--- src/rtl/sprite_drawer.sv ---
// Square sprite rasteriser: accepts a top-left corner and streams one framebuffer
// write per cycle in raster order, clipping pixels that fall off-screen.
module sprite_drawer #(
  parameter int SQSIZE = 8,
  parameter int XLIM   = 640,
  parameter int YLIM   = 480
) (
  input  logic        clk,
  input  logic        rst,
  input  logic        req_valid,
  output logic        req_ready,
  input  logic [10:0] req_x,
  input  logic [10:0] req_y,
  input  logic        req_erase,
  output logic [10:0] x,
  output logic [10:0] y,
  output logic        colour,
  output logic        pixel_write,
  output logic        done
);

  typedef enum logic [1:0] {
    IDLE = 2'd0,
    DRAW = 2'd1,
    DONE = 2'd2
  } state_t;

  localparam logic [5:0] LAST = 6'(SQSIZE - 1);

  state_t      state_q, state_d;
  logic [10:0] base_x_q, base_x_d;
  logic [10:0] base_y_q, base_y_d;
  logic        erase_q, erase_d;
  logic [5:0]  col_q, col_d;
  logic [5:0]  row_q, row_d;

  logic [10:0] x_s;
  logic [10:0] y_s;
  logic        in_draw_s;
  logic        on_screen_s;

  // State and captured-request registers.
  always_ff @(posedge clk or posedge rst) begin
    if (rst) begin
      state_q  <= IDLE;
      base_x_q <= 11'd0;
      base_y_q <= 11'd0;
      erase_q  <= 1'b0;
      col_q    <= 6'd0;
      row_q    <= 6'd0;
    end else begin
      state_q  <= state_d;
      base_x_q <= base_x_d;
      base_y_q <= base_y_d;
      erase_q  <= erase_d;
      col_q    <= col_d;
      row_q    <= row_d;
    end
  end

  // Next-state logic and raster counters.
  always_comb begin
    state_d  = state_q;
    base_x_d = base_x_q;
    base_y_d = base_y_q;
    erase_d  = erase_q;
    col_d    = col_q;
    row_d    = row_q;
    case (state_q)
      IDLE: begin
        if (req_valid) begin
          state_d  = DRAW;
          base_x_d = req_x;
          base_y_d = req_y;
          erase_d  = req_erase;
          col_d    = 6'd0;
          row_d    = 6'd0;
        end else begin
          state_d  = IDLE;
        end
      end
      DRAW: begin
        if (col_q == LAST) begin
          col_d = 6'd0;
          if (row_q == LAST) begin
            row_d   = 6'd0;
            state_d = DONE;
          end else begin
            row_d   = row_q + 6'd1;
          end
        end else begin
          col_d = col_q + 6'd1;
        end
      end
      DONE: begin
        state_d = IDLE;
      end
      default: begin
        state_d = IDLE;
      end
    endcase
  end

  // Output decode; all terms come straight from async-reset flops so reset
  // clears the write strobe without waiting for a clock.
  always_comb begin
    x_s         = base_x_q + {5'd0, col_q};
    y_s         = base_y_q + {5'd0, row_q};
    in_draw_s   = (state_q == DRAW);
    on_screen_s = ({21'd0, x_s} < 32'(XLIM)) && ({21'd0, y_s} < 32'(YLIM));
    x           = x_s;
    y           = y_s;
    colour      = in_draw_s & ~erase_q;
    pixel_write = in_draw_s & on_screen_s;
    done        = (state_q == DONE);
    req_ready   = (state_q == IDLE);
  end

endmodule

--- config.mk ---
export PLATFORM = sky130hd
export DESIGN_NAME = sprite_drawer
export DESIGN_NICKNAME = d
export VERILOG_FILES = /design/src/rtl/sprite_drawer.sv
export SDC_FILE = /design/constraint.sdc
export NUM_CORES = 1
export LEC_CHECK = 0
export CORE_MARGIN = 10
export CORE_UTILIZATION = 35
export DETAILED_ROUTE_END_ITERATION = 12
export HOLD_SLACK_MARGIN = 0.12
export PLACE_DENSITY = 0.7
export REMOVE_ABC_BUFFERS = 1
export SETUP_SLACK_MARGIN = 0.5
export SLEW_MARGIN = 40
export SYNTH_ARGS = -nofsm -noshare
export SYNTH_HDL_FRONTEND = slang
export SYNTH_SLANG_ARGS = --single-unit
--- constraint.sdc ---
create_clock -name clk -period 4.5 [get_ports clk]
set_input_delay 0.675 -clock clk [delete_from_list [all_inputs] [get_ports clk]]
set_output_delay 0.675 -clock clk [all_outputs]
set_load 0.02 [all_outputs]
# After elaboration in Yosys (flattened, before gate mapping)
# Index checks and enable logic that the tools add are counted.
# op_classes
add_sub_neg,4
n_lt_le_gt_ge,2
n_eq_ne,7
n_mux,10
n_bitwise,3
reduce_logical,7
# op_table
cell,count
2-to-1 mux 6 bit,4
one-hot mux 6 bit (2 select lines),2
adder 11 x 6 -> 11 bit,2
adder 6 x 1 -> 6 bit (second input constant),2
equality test 6 x 3 -> 1 bit (second input constant),2
less-than comparator 11 x 10 -> 1 bit (second input constant),1
less-than comparator 11 x 9 -> 1 bit (second input constant),1
AND reduction 2 bit,3
2-to-1 mux 2 bit,2
inequality test 2 x 1 -> 1 bit (second input constant),2
one-hot mux 2 bit (2 select lines),1
AND reduction 3 bit,1
bitwise AND 1 bit,2
equality test 2 x 1 -> 1 bit (second input constant),1
equality test 2 bit (second input constant),1
zero test 2 bit,1
inequality test 2 bit (second input constant),1
nonzero test 2 bit,1
logical AND 1 bit,1
2-to-1 mux 1 bit,1
NOT 1 bit,1
# word_totals
ff_bits,37
in_bits,26
out_inout_bits,26
elab_cells,39

# Logic depth before layout (Yosys ltp)
# depth
ltp_word,4
mapped_depth,8
mapped_depth_nobuf,8

# Worst setup path after synthesis
# Ideal clock, no wire load.
# synth_path
path_type,register to output
from,register row_q[0]
to,output pixel_write
t_arrival_ps,2356
t_required_ps,3825
path_slack_ps,1469
stages_incl_launch_ff,9
path_buffers,0
cell_sequence,dfrtp_1 ha_1 inv_1 fa_1 nor2b_1 o31a_1 o311ai_1 a41o_1 nor4_2
# synth_via
elab_chain_cells,4
# synth_rtl
item,line_no,source
"start, declared",35,"logic [5:0] row_q, row_d;"
"start signal, assigned",57,row_q <= row_d;
adder 11 x 6 -> 11 bit,108,"y_s = base_y_q + {5'd0, row_q};"
net y[6],16,"output logic [10:0] y,"
less-than comparator 11 x 9 -> 1 bit,110,"on_screen_s = ({21'd0, x_s} < 32'(XLIM)) && ({21'd0, y_s} < 32'(YLIM));"
logical AND 1 bit,110,
bitwise AND 1 bit,114,pixel_write = in_draw_s & on_screen_s;
"end, declared",18,"output logic pixel_write,"
# The timed path passes the listed nets, and every way through them passes these cells.

# Final worst setup path
# layout_path
from,register col_q[0]
to,output pixel_write
# layout_via
elab_chain_cells,4
# layout_rtl
item,line_no,source
"start, declared",34,"logic [5:0] col_q, col_d;"
"start signal, assigned",56,col_q <= col_d;
adder 11 x 6 -> 11 bit,107,"x_s = base_x_q + {5'd0, col_q};"
less-than comparator 11 x 10 -> 1 bit,110,
logical AND 1 bit,110,
bitwise AND 1 bit,114,
# No other way between the ends.

==> metrics.cfg <==
[timing]
setup-violations-final=0
rsz0062_at_grt=no
period_share=0.854
hold_viol=0
worst_pin_slew_ns=0.682
period_needed_ns=3.84
timing.fmax_mhz=260
fin_worst_skew_ns=0.00610
relSlewSlack=0.545
hold_ws_ns=0.515
finalMaxSlewViolations=0
finalSetupTns_ns=0

[setup_path]
r2r_slack_ns=2.48
r2r-end=row_q[5]$_DFFE_PP0P_
required_ns=3.83
cp-startpoint=col_q[0]$_DFFE_PP0P_
endpoint_kind=output pin
endpoint=pixel_write
r2r-start=col_q[1]$_DFFE_PP0P_
worstPathArrival_ns=3.17
rr_worst_depth=6
setup.worst_path.class=flop to output pin
worstPathMaxFanout=6
startpoint_type=flop

[global_route]
grt_pass1_vias=2109
grt_pass1_wl_mm=10.3
antenna_found_initial=0
grt_use_total=0.113
grt_max_degree=38
overflow=0

[floorplan]
start_util=0.360
io_pins=52
die_y_um=104
rows=30
die_x_um=104
dieArea_um2=10700
core_area_um2=6790

[layout]
syn_to_final_growth_pct=29.9
instances_no_fill=398
fin_nets=344
drive_gt1_frac=0.119
num_antenna_cells=0

[clock_tree]
post_cts_buffers=0
worstSkewPairLatency_ns=0.29
cts_resized=0
path_clk_slew_ns=0.08
numCtsBuffers=5
clock_sinks=37
cts_root_buffer=clkbuf_8
clockBufferDepth=2
cts_tree=yes
cts_hold_buffers=0
htreeDepth=2

[logic_synthesis]
syn_area_per_cell_um2=9.82
ys_types=56
synthFlopType=dfrtp_1
ys_async_sr_fraction=1.00
synth_warnings=0
ys_seq_elements=37
synth_edf_count=0
netlist_instances=249
yosysSeqAreaShare=0.379
synthesis.area_um2=2450

[route]
ant_nets=0
via_per_inst=5.10
drt-total-wl_mm=5.89
vias=2031
drc_errors=0
dr.pass1.iters=4
wire_per_inst_um=14.8
drt_iter0_drc=82

[min_path]
hold_class=flop to flop
hp-start=erase_q$_DFFE_PP0P_

[pwr]
p_per_area_nw_per_um2=461
vdd_drop_max_mv=0.403
p_leak_nw=1.38

[placed_design]
hpwl_mm=4.39
dp_cells=391
portBuffers=51
routabilityCongestion=0.801

[job]
cap_violations=0

[outcome]
outcome=finished clean

layer usage:
metal	up-vias	global-route usage	part of all wire
met1	957	0.145	0.47
met2	44	0.176	0.46
met5	-	0	0
met3	7	0.0372	0.051
li1	1023	-	-
met4	0	0.0313	0.012
metrics by stage:
| step | utilization | setup slack [ns] | power (mW) | instance area, µm² |
|---|---|---|---|---|
| 5_1_grt | 0.468 | 0.515 | 1.58 | 3180 |
| 2_1_floorplan | - | 1.47 | 0.903 | 2410 |
| 6_report | 0.468 | 0.659 | 1.47 | 3180 |
| 3_3_place_gp | 0.451 | 1.05 | 1.17 | 3070 |
| 3_5_place_dp | 0.451 | 0.957 | 1.18 | 3070 |
| 4_1_cts | 0.466 | 0.629 | 1.48 | 3170 |
cell usage in the layout (no fill, tap or decap), drive strengths merged, types with 3 or more instances in the layout:
cell and n:
ha 14, o311ai 3, xor2 3, nand2b 6, and3 4, nor2 7
o21a 5, nor3 3, clkdlybuf4s50 51, o21ai 28, nand3 8, inv 14
dfrtp 37, nand2 20, xnor2 10, clkbuf 5, nor2b 9, mux2 17
buf 3, a21oi 12, o31ai 3
cells in the mapped netlist, drive strengths merged, types with 3 or more instances:
master / number / area (µm²)
dfrtp: 37 / 926
o21ai: 28 / 140
nand2: 20 / 75.1
mux2: 17 / 191
ha: 14 / 175
inv: 14 / 52.6
a21oi: 12 / 60.1
xnor2: 10 / 87.6
nor2b: 9 / 63.8
nand3: 8 / 40.0
nor2: 7 / 26.3
clkbuf: 6 / 23.8
nand2b: 6 / 45.0
o21a: 5 / 37.5
and3: 4 / 25.0
nor3: 3 / 15.0
o311ai: 3 / 26.3
o31ai: 3 / 36.3
xor2: 3 / 26.3
logic make-up (layout without fill, tap and decap cells):
family          Yosys count  in the layout  share of synthesized area
mux                      17             17                     0.0783
compound gates           76             76                      0.219
simple gates             68             68                      0.154
fa+ha+maj                16             16                     0.0880
flops                    37             37                      0.379
xor+xnor                 13             13                     0.0465
buf+inv                  22             75                     0.0353
where the power goes:
part / internal [mW] / switching, mW
logic: 0.337 / 0.358
clock network: 0.161 / 0.128
registers: 0.391 / 0.0900
final cells by class:
type                    instances  area, µm²
well taps                      96        120
fillers                       657       3620
repair buffers                 54        533
inverters                      14       52.6
multi-input cells             190       1440
clock buffers                   5       68.8
clock inverters                 2       35.0
flip-flops and latches         37        926
how the worst min path moves through the flow:
stage                                    endpoint  depth (start not counted)
final                         erase_q$_DFFE_PP0P_                          1
after global routing      base_x_q[2]$_DFFE_PP0P_                          1
after CTS                     erase_q$_DFFE_PP0P_                          1
after detailed placement      erase_q$_DFFE_PP0P_                          1
after global placement        erase_q$_DFFE_PP0P_                          1
after floorplan              row_q[5]$_DFFE_PP0P_                          1
registers in the layout (all words and copies together), names as in the netlist:
signal and count:
base_y_q 11, row_q 6, erase_q 1, base_x_q 11, col_q 6, state_q 2
worst max-delay path, stage by stage (launching register included):
cell and delay, ns:
dfrtp_1 0.42, ha_1 0.23, inv_1 0.08, fa_1 0.25, nor2b_4 0.07, o31ai_4 0.26, a2111oi_1 0.15, or4b_1 0.58
nor4_2 0.18, clkdlybuf4s50_1 0.65
Power figures use the tool's default switching activity.
